--- config.mk ---
export PLATFORM = sky130hd
export DESIGN_NAME = rr_arbiter
export DESIGN_NICKNAME = d
export VERILOG_FILES = /design/src/rtl/rr_arbiter.sv
export SDC_FILE = /design/constraint.sdc
export NUM_CORES = 1
export LEC_CHECK = 0
export ABC_AREA = 1
export ABC_CLOCK_PERIOD_IN_PS = 5000
export BUFFER_PORTS_ARGS = -buffer_cell sky130_fd_sc_hd__buf_4
export CORE_ASPECT_RATIO = 2
export CORE_UTILIZATION = 33
export DETAILED_ROUTE_END_ITERATION = 6
export GPL_ROUTABILITY_DRIVEN = 0
export PLACE_DENSITY = 0.5
export SKIP_CTS_REPAIR_TIMING = 1
export SLEW_MARGIN = 20
export SYNTH_ARGS = -nofsm -noshare
export SYNTH_HDL_FRONTEND = slang
export SYNTH_SLANG_ARGS = --single-unit
--- constraint.sdc ---
create_clock -name i_clock -period 5 [get_ports i_clock]
set_clock_uncertainty 0.2 [all_clocks]
set_input_delay 1 -clock i_clock [delete_from_list [all_inputs] [get_ports i_clock]]
set_output_delay 1 -clock i_clock [all_outputs]
set_load 0.02 [all_outputs]
--- src/rtl/rr_arbiter.sv ---
// Round-robin arbiter granting one shared resource to one of N requesters at a time.
// Latency: request to grant is 1 cycle from IDLE/GAP; one all-zero gap cycle separates owners.
// Backpressure: an owner holds the grant until it releases, drops req, or hits MAX_HOLD.
//
// Ports:
//   i_clock, i_reset    - clock and synchronous active-high reset
//   i_req[N]            - request levels, held high while wanting/holding the resource
//   i_rel[N]            - release pulses, only the current owner's bit is looked at
//   o_grant[N]          - registered one-hot grant (zero when idle or in the gap)
//   o_owner[IDX_W]      - index of the current grantee, 0 when not busy
//   o_busy              - high while any grant bit is high
//   o_expired           - one-cycle pulse in the gap that follows a hold-limit revoke
module rr_arbiter #(
    parameter int N        = 4,
    parameter int IDX_W    = 2,
    parameter int MAX_HOLD = 8
) (
    input  logic             i_clock,
    input  logic             i_reset,
    input  logic [N-1:0]     i_req,
    input  logic [N-1:0]     i_rel,
    output logic [N-1:0]     o_grant,
    output logic [IDX_W-1:0] o_owner,
    output logic             o_busy,
    output logic             o_expired
);

    // A zero-width counter is not legal, so the disabled-limit case keeps one bit.
    localparam int CNT_W = (MAX_HOLD > 0) ? $clog2(MAX_HOLD + 1) : 1;
    localparam logic [CNT_W-1:0] HOLD_LIM = CNT_W'(MAX_HOLD);
    localparam logic [CNT_W-1:0] CNT_MAX  = '1;

    typedef enum logic [1:0] {
        ST_IDLE  = 2'd0,
        ST_GRANT = 2'd1,
        ST_GAP   = 2'd2
    } state_t;

    state_t           r_state;
    logic [N-1:0]     r_grant;
    logic [IDX_W-1:0] r_owner;
    logic             r_busy;
    logic             r_expired;
    logic [IDX_W-1:0] r_ptr;
    logic [CNT_W-1:0] r_cnt;

    state_t           w_state_nxt;
    logic [N-1:0]     w_grant_nxt;
    logic [IDX_W-1:0] w_owner_nxt;
    logic             w_busy_nxt;
    logic             w_expired_nxt;
    logic [IDX_W-1:0] w_ptr_nxt;
    logic [CNT_W-1:0] w_cnt_nxt;

    logic             w_pick_vld;
    logic [IDX_W-1:0] w_pick_idx;
    logic [IDX_W-1:0] w_ptr_after;
    logic             w_end_rel;
    logic             w_end_lim;

    // Pick the requester closest to r_ptr going upward (mod N): the one with
    // the smallest rotational distance from the pointer wins.
    always_comb begin
        int d;
        int best_d;
        w_pick_vld = 1'b0;
        w_pick_idx = '0;
        d          = 0;
        best_d     = N;
        for (int j = 0; j < N; j++) begin
            if (i_req[j]) begin
                d = j - int'(r_ptr);
                if (d < 0) d = d + N;
                if (d < best_d) begin
                    best_d     = d;
                    w_pick_vld = 1'b1;
                    w_pick_idx = IDX_W'(j);
                end
            end
        end
    end

    // The pointer moves past the outgoing owner so it becomes lowest priority.
    assign w_ptr_after = (int'(r_owner) == N - 1) ? '0 : r_owner + 1'b1;

    // Release beats the hold limit when both land on the same cycle.
    assign w_end_rel = i_rel[r_owner] | ~i_req[r_owner];
    assign w_end_lim = (MAX_HOLD != 0) && (r_cnt == HOLD_LIM);

    always_comb begin
        w_state_nxt   = r_state;
        w_grant_nxt   = r_grant;
        w_owner_nxt   = r_owner;
        w_busy_nxt    = r_busy;
        w_expired_nxt = 1'b0;
        w_ptr_nxt     = r_ptr;
        w_cnt_nxt     = r_cnt;
        case (r_state)
            ST_IDLE, ST_GAP: begin
                if (w_pick_vld) begin
                    w_state_nxt = ST_GRANT;
                    w_grant_nxt = N'(1) << w_pick_idx;
                    w_owner_nxt = w_pick_idx;
                    w_busy_nxt  = 1'b1;
                    w_cnt_nxt   = CNT_W'(1);
                end else begin
                    w_state_nxt = ST_IDLE;
                    w_grant_nxt = '0;
                    w_owner_nxt = '0;
                    w_busy_nxt  = 1'b0;
                    w_cnt_nxt   = '0;
                end
            end
            ST_GRANT: begin
                if (w_end_rel || w_end_lim) begin
                    w_state_nxt   = ST_GAP;
                    w_grant_nxt   = '0;
                    w_owner_nxt   = '0;
                    w_busy_nxt    = 1'b0;
                    w_ptr_nxt     = w_ptr_after;
                    w_cnt_nxt     = '0;
                    w_expired_nxt = ~w_end_rel;
                end else if (r_cnt != CNT_MAX) begin
                    w_cnt_nxt = r_cnt + 1'b1;
                end
            end
            default: begin
                w_state_nxt = ST_IDLE;
                w_grant_nxt = '0;
                w_owner_nxt = '0;
                w_busy_nxt  = 1'b0;
                w_cnt_nxt   = '0;
            end
        endcase
    end

    always_ff @(posedge i_clock) begin
        if (i_reset) begin
            r_state   <= ST_IDLE;
            r_grant   <= '0;
            r_owner   <= '0;
            r_busy    <= 1'b0;
            r_expired <= 1'b0;
            r_ptr     <= '0;
            r_cnt     <= '0;
        end else begin
            r_state   <= w_state_nxt;
            r_grant   <= w_grant_nxt;
            r_owner   <= w_owner_nxt;
            r_busy    <= w_busy_nxt;
            r_expired <= w_expired_nxt;
            r_ptr     <= w_ptr_nxt;
            r_cnt     <= w_cnt_nxt;
        end
    end

    assign o_grant   = r_grant;
    assign o_owner   = r_owner;
    assign o_busy    = r_busy;
    assign o_expired = r_expired;

endmodule

==> metrics.cfg <==
[setup_path]
crit_fanout=8
crit_path_start=i_req[0]
cp_common_cell=nand2_1
start_kind=input pin
cp-end-kind=flip-flop
crit_arrival_ns=2.92
slowest_stage=ha_1
max_stage_delay_ns=0.29
crit_required_ns=4.95
crit_chain=buf_4, nand2_1, a21oi_1, a21oi_1, inv_1, ha_1, nand3_2, nand3_2, nor2_1, a21oi_1, ha_1, inv_1, nor2_1, nand2_1, nand3_2, nand2_1, nand2_1, nand2_1
critical_path_class=in -> reg
reg2regPathDepth=19
r2r-start=r_ptr[0]

[finish]
layout-drive-gt1-share=0.204
area_growth_pct=23.4
utilization=0.427
nFillCells=314
nets=173
n_antenna_cell=0

[worst_hold_path]
hold_path_depth=2
min_from=o_grant[0]
hold_class=reg -> reg

[grt]
grt-busiest-layer=met2
antenna_found_initial=0
use_met1=0.154
grtUsageTotal=0.169
grt-ovfl-total=0
grt_pass1_vias=858
grtUsageMet2=0.313
use_met3=0.0347
grt_start_max_net_pins=10
grt_pass1_wl_mm=3.59

[timing]
max_clock_freq_ghz=0.336
layout_min_cycle_time_ns=2.97
fin_crit_sh=0.595
rsz0062_at_grt=false
setup_tns_ns=0
whs_ns=0.250
hold_viol_final=0
setup_viol=0
tightestPinTransition_ns=0.302
drv_slew=0
slew_headroom=0.798

[yosys]
yosysTopAreaCell=dfxtp_1
syn_area_per_cell_um2=6.87
ys.flop_type=dfxtp_1
synth_most_common_cell=nand2_1
ys_types=21
synth_cells=136
syn-cell-area_um2=935
synth_top_area_share=0.343
synth_common_cells=nand2_1 (41), inv_1 (17), dfxtp_1 (16)
ys_seq_elements=16
synth-edff-count=0
synthArstFlopShare=0
yosys-top-cells-area=dfxtp_1 (34%), nand2_1 (16%), inv_1 (6.8%)
yosysSeqAreaShare=0.343
synth_fp_nets=151
ys_warn_count=0

[floorplan]
start_util=0.346
io_pins=18
rows=27
dieArea_um2=3060
die_y_um=77.3
core_um2=2700
dieWidth_um=39.6

[drt]
dr.pass1.iters=3
drc=0
drt_iter0_markers=10
post_drt_wl_per_cell_um=11.5
via_per_inst=4.98
wl_mm=2.15
ant_nets=0
vias=926

[cts]
cts_tree=yes
path_clk_slew_ns=0.06
insertion_delay_ns=0.25
cts.sinks=16
h-tree-depth=1
clock_path_buffers=2
clockRootBuffer=clkbuf_8
cts_buffers=3

[job]
drv_cap=0

[power_and_ir_drop]
power_density_nw_per_um2=321
vdd_drop_max_uv=174
p_leak_nw=0.598

[place]
io_buffers=17
hpwl_mm=1.86

[status]
status=finished, final reports clean

-- metrics by stage --
step	cell area, um^2	total power [mW]	worst slack [ns]	std cells
5_1_grt	1150	0.397	1.82	186
3_3_place_gp	1100	0.257	1.80	182
6_report	1150	0.370	2.03	186
3_5_place_dp	1100	0.259	1.74	182
4_1_cts	1150	0.376	2.00	186
2_1_floorplan	935	0.223	2.10	136
-- layer usage --
layer  share of wire  vias to the layer above
met4           0.024                        0
met5               0                        -
met3           0.019                        5
li1                -                      476
met2            0.60                       14
met1            0.35                      431
-- cell usage in the layout (no fill, tap or decap), drive strengths merged --
cell type / instances
nand2: 42
inv: 21
buf: 17
dfxtp: 16
nor2: 15
nand3: 12
a21oi: 8
ha: 5
o21ai: 5
nand3b: 5
clkbuf: 4
nand4: 2
nor3: 2
a21o: 1
o21a: 1
a41oi: 1
-- power by group --
part           total, mW  switching, mW  internal [mW]
logic              0.104         0.0629         0.0415
clock network      0.116         0.0461         0.0700
registers          0.149         0.0101          0.139
total              0.370          0.119          0.251
-- final cells by class --
cell class	instances	area [um^2]	area share
sequential	16	320	0.278
timing repair buffer	17	128	0.111
tap	29	36.3	0.0315
clock buffer	4	55.1	0.0477
inverter	21	78.8	0.0683
multi-input combinational	99	536	0.464
-- final timing paths --
path	endpoint	slack, ns
hold reg to reg	o_grant[0]	0.25
setup reg to reg	o_owner[0]	2.34
setup / recovery	o_owner[0]	2.03
hold / removal	o_grant[0]	0.25
-- kinds of logic after synthesis --
logic type      after synthesis  share of synthesized area
simple gates                 78                      0.411
buf+inv                      21                     0.0843
compound gates               16                     0.0951
flops                        16                      0.343
fa+ha+maj                     5                     0.0669
-- worst max-delay path: cells and delay by family --
| family | cells | cell delay [ns] |
|---|---|---|
| AND/OR/NAND/NOR | 10 | 0.85 |
| adder cells (fa/ha/maj) | 2 | 0.56 |
| AO/OA/AOI/OAI | 3 | 0.28 |
| buffers and inverters | 3 | 0.24 |
-- sequential cells by signal, summed over array words and instances (netlist names) --
name	flops
o_busy	1
o_expired	1
o_grant	4
o_owner	2
r_cnt	4
r_ptr	2
r_state	2
Note: power is estimated with default switching activity, not from simulation.
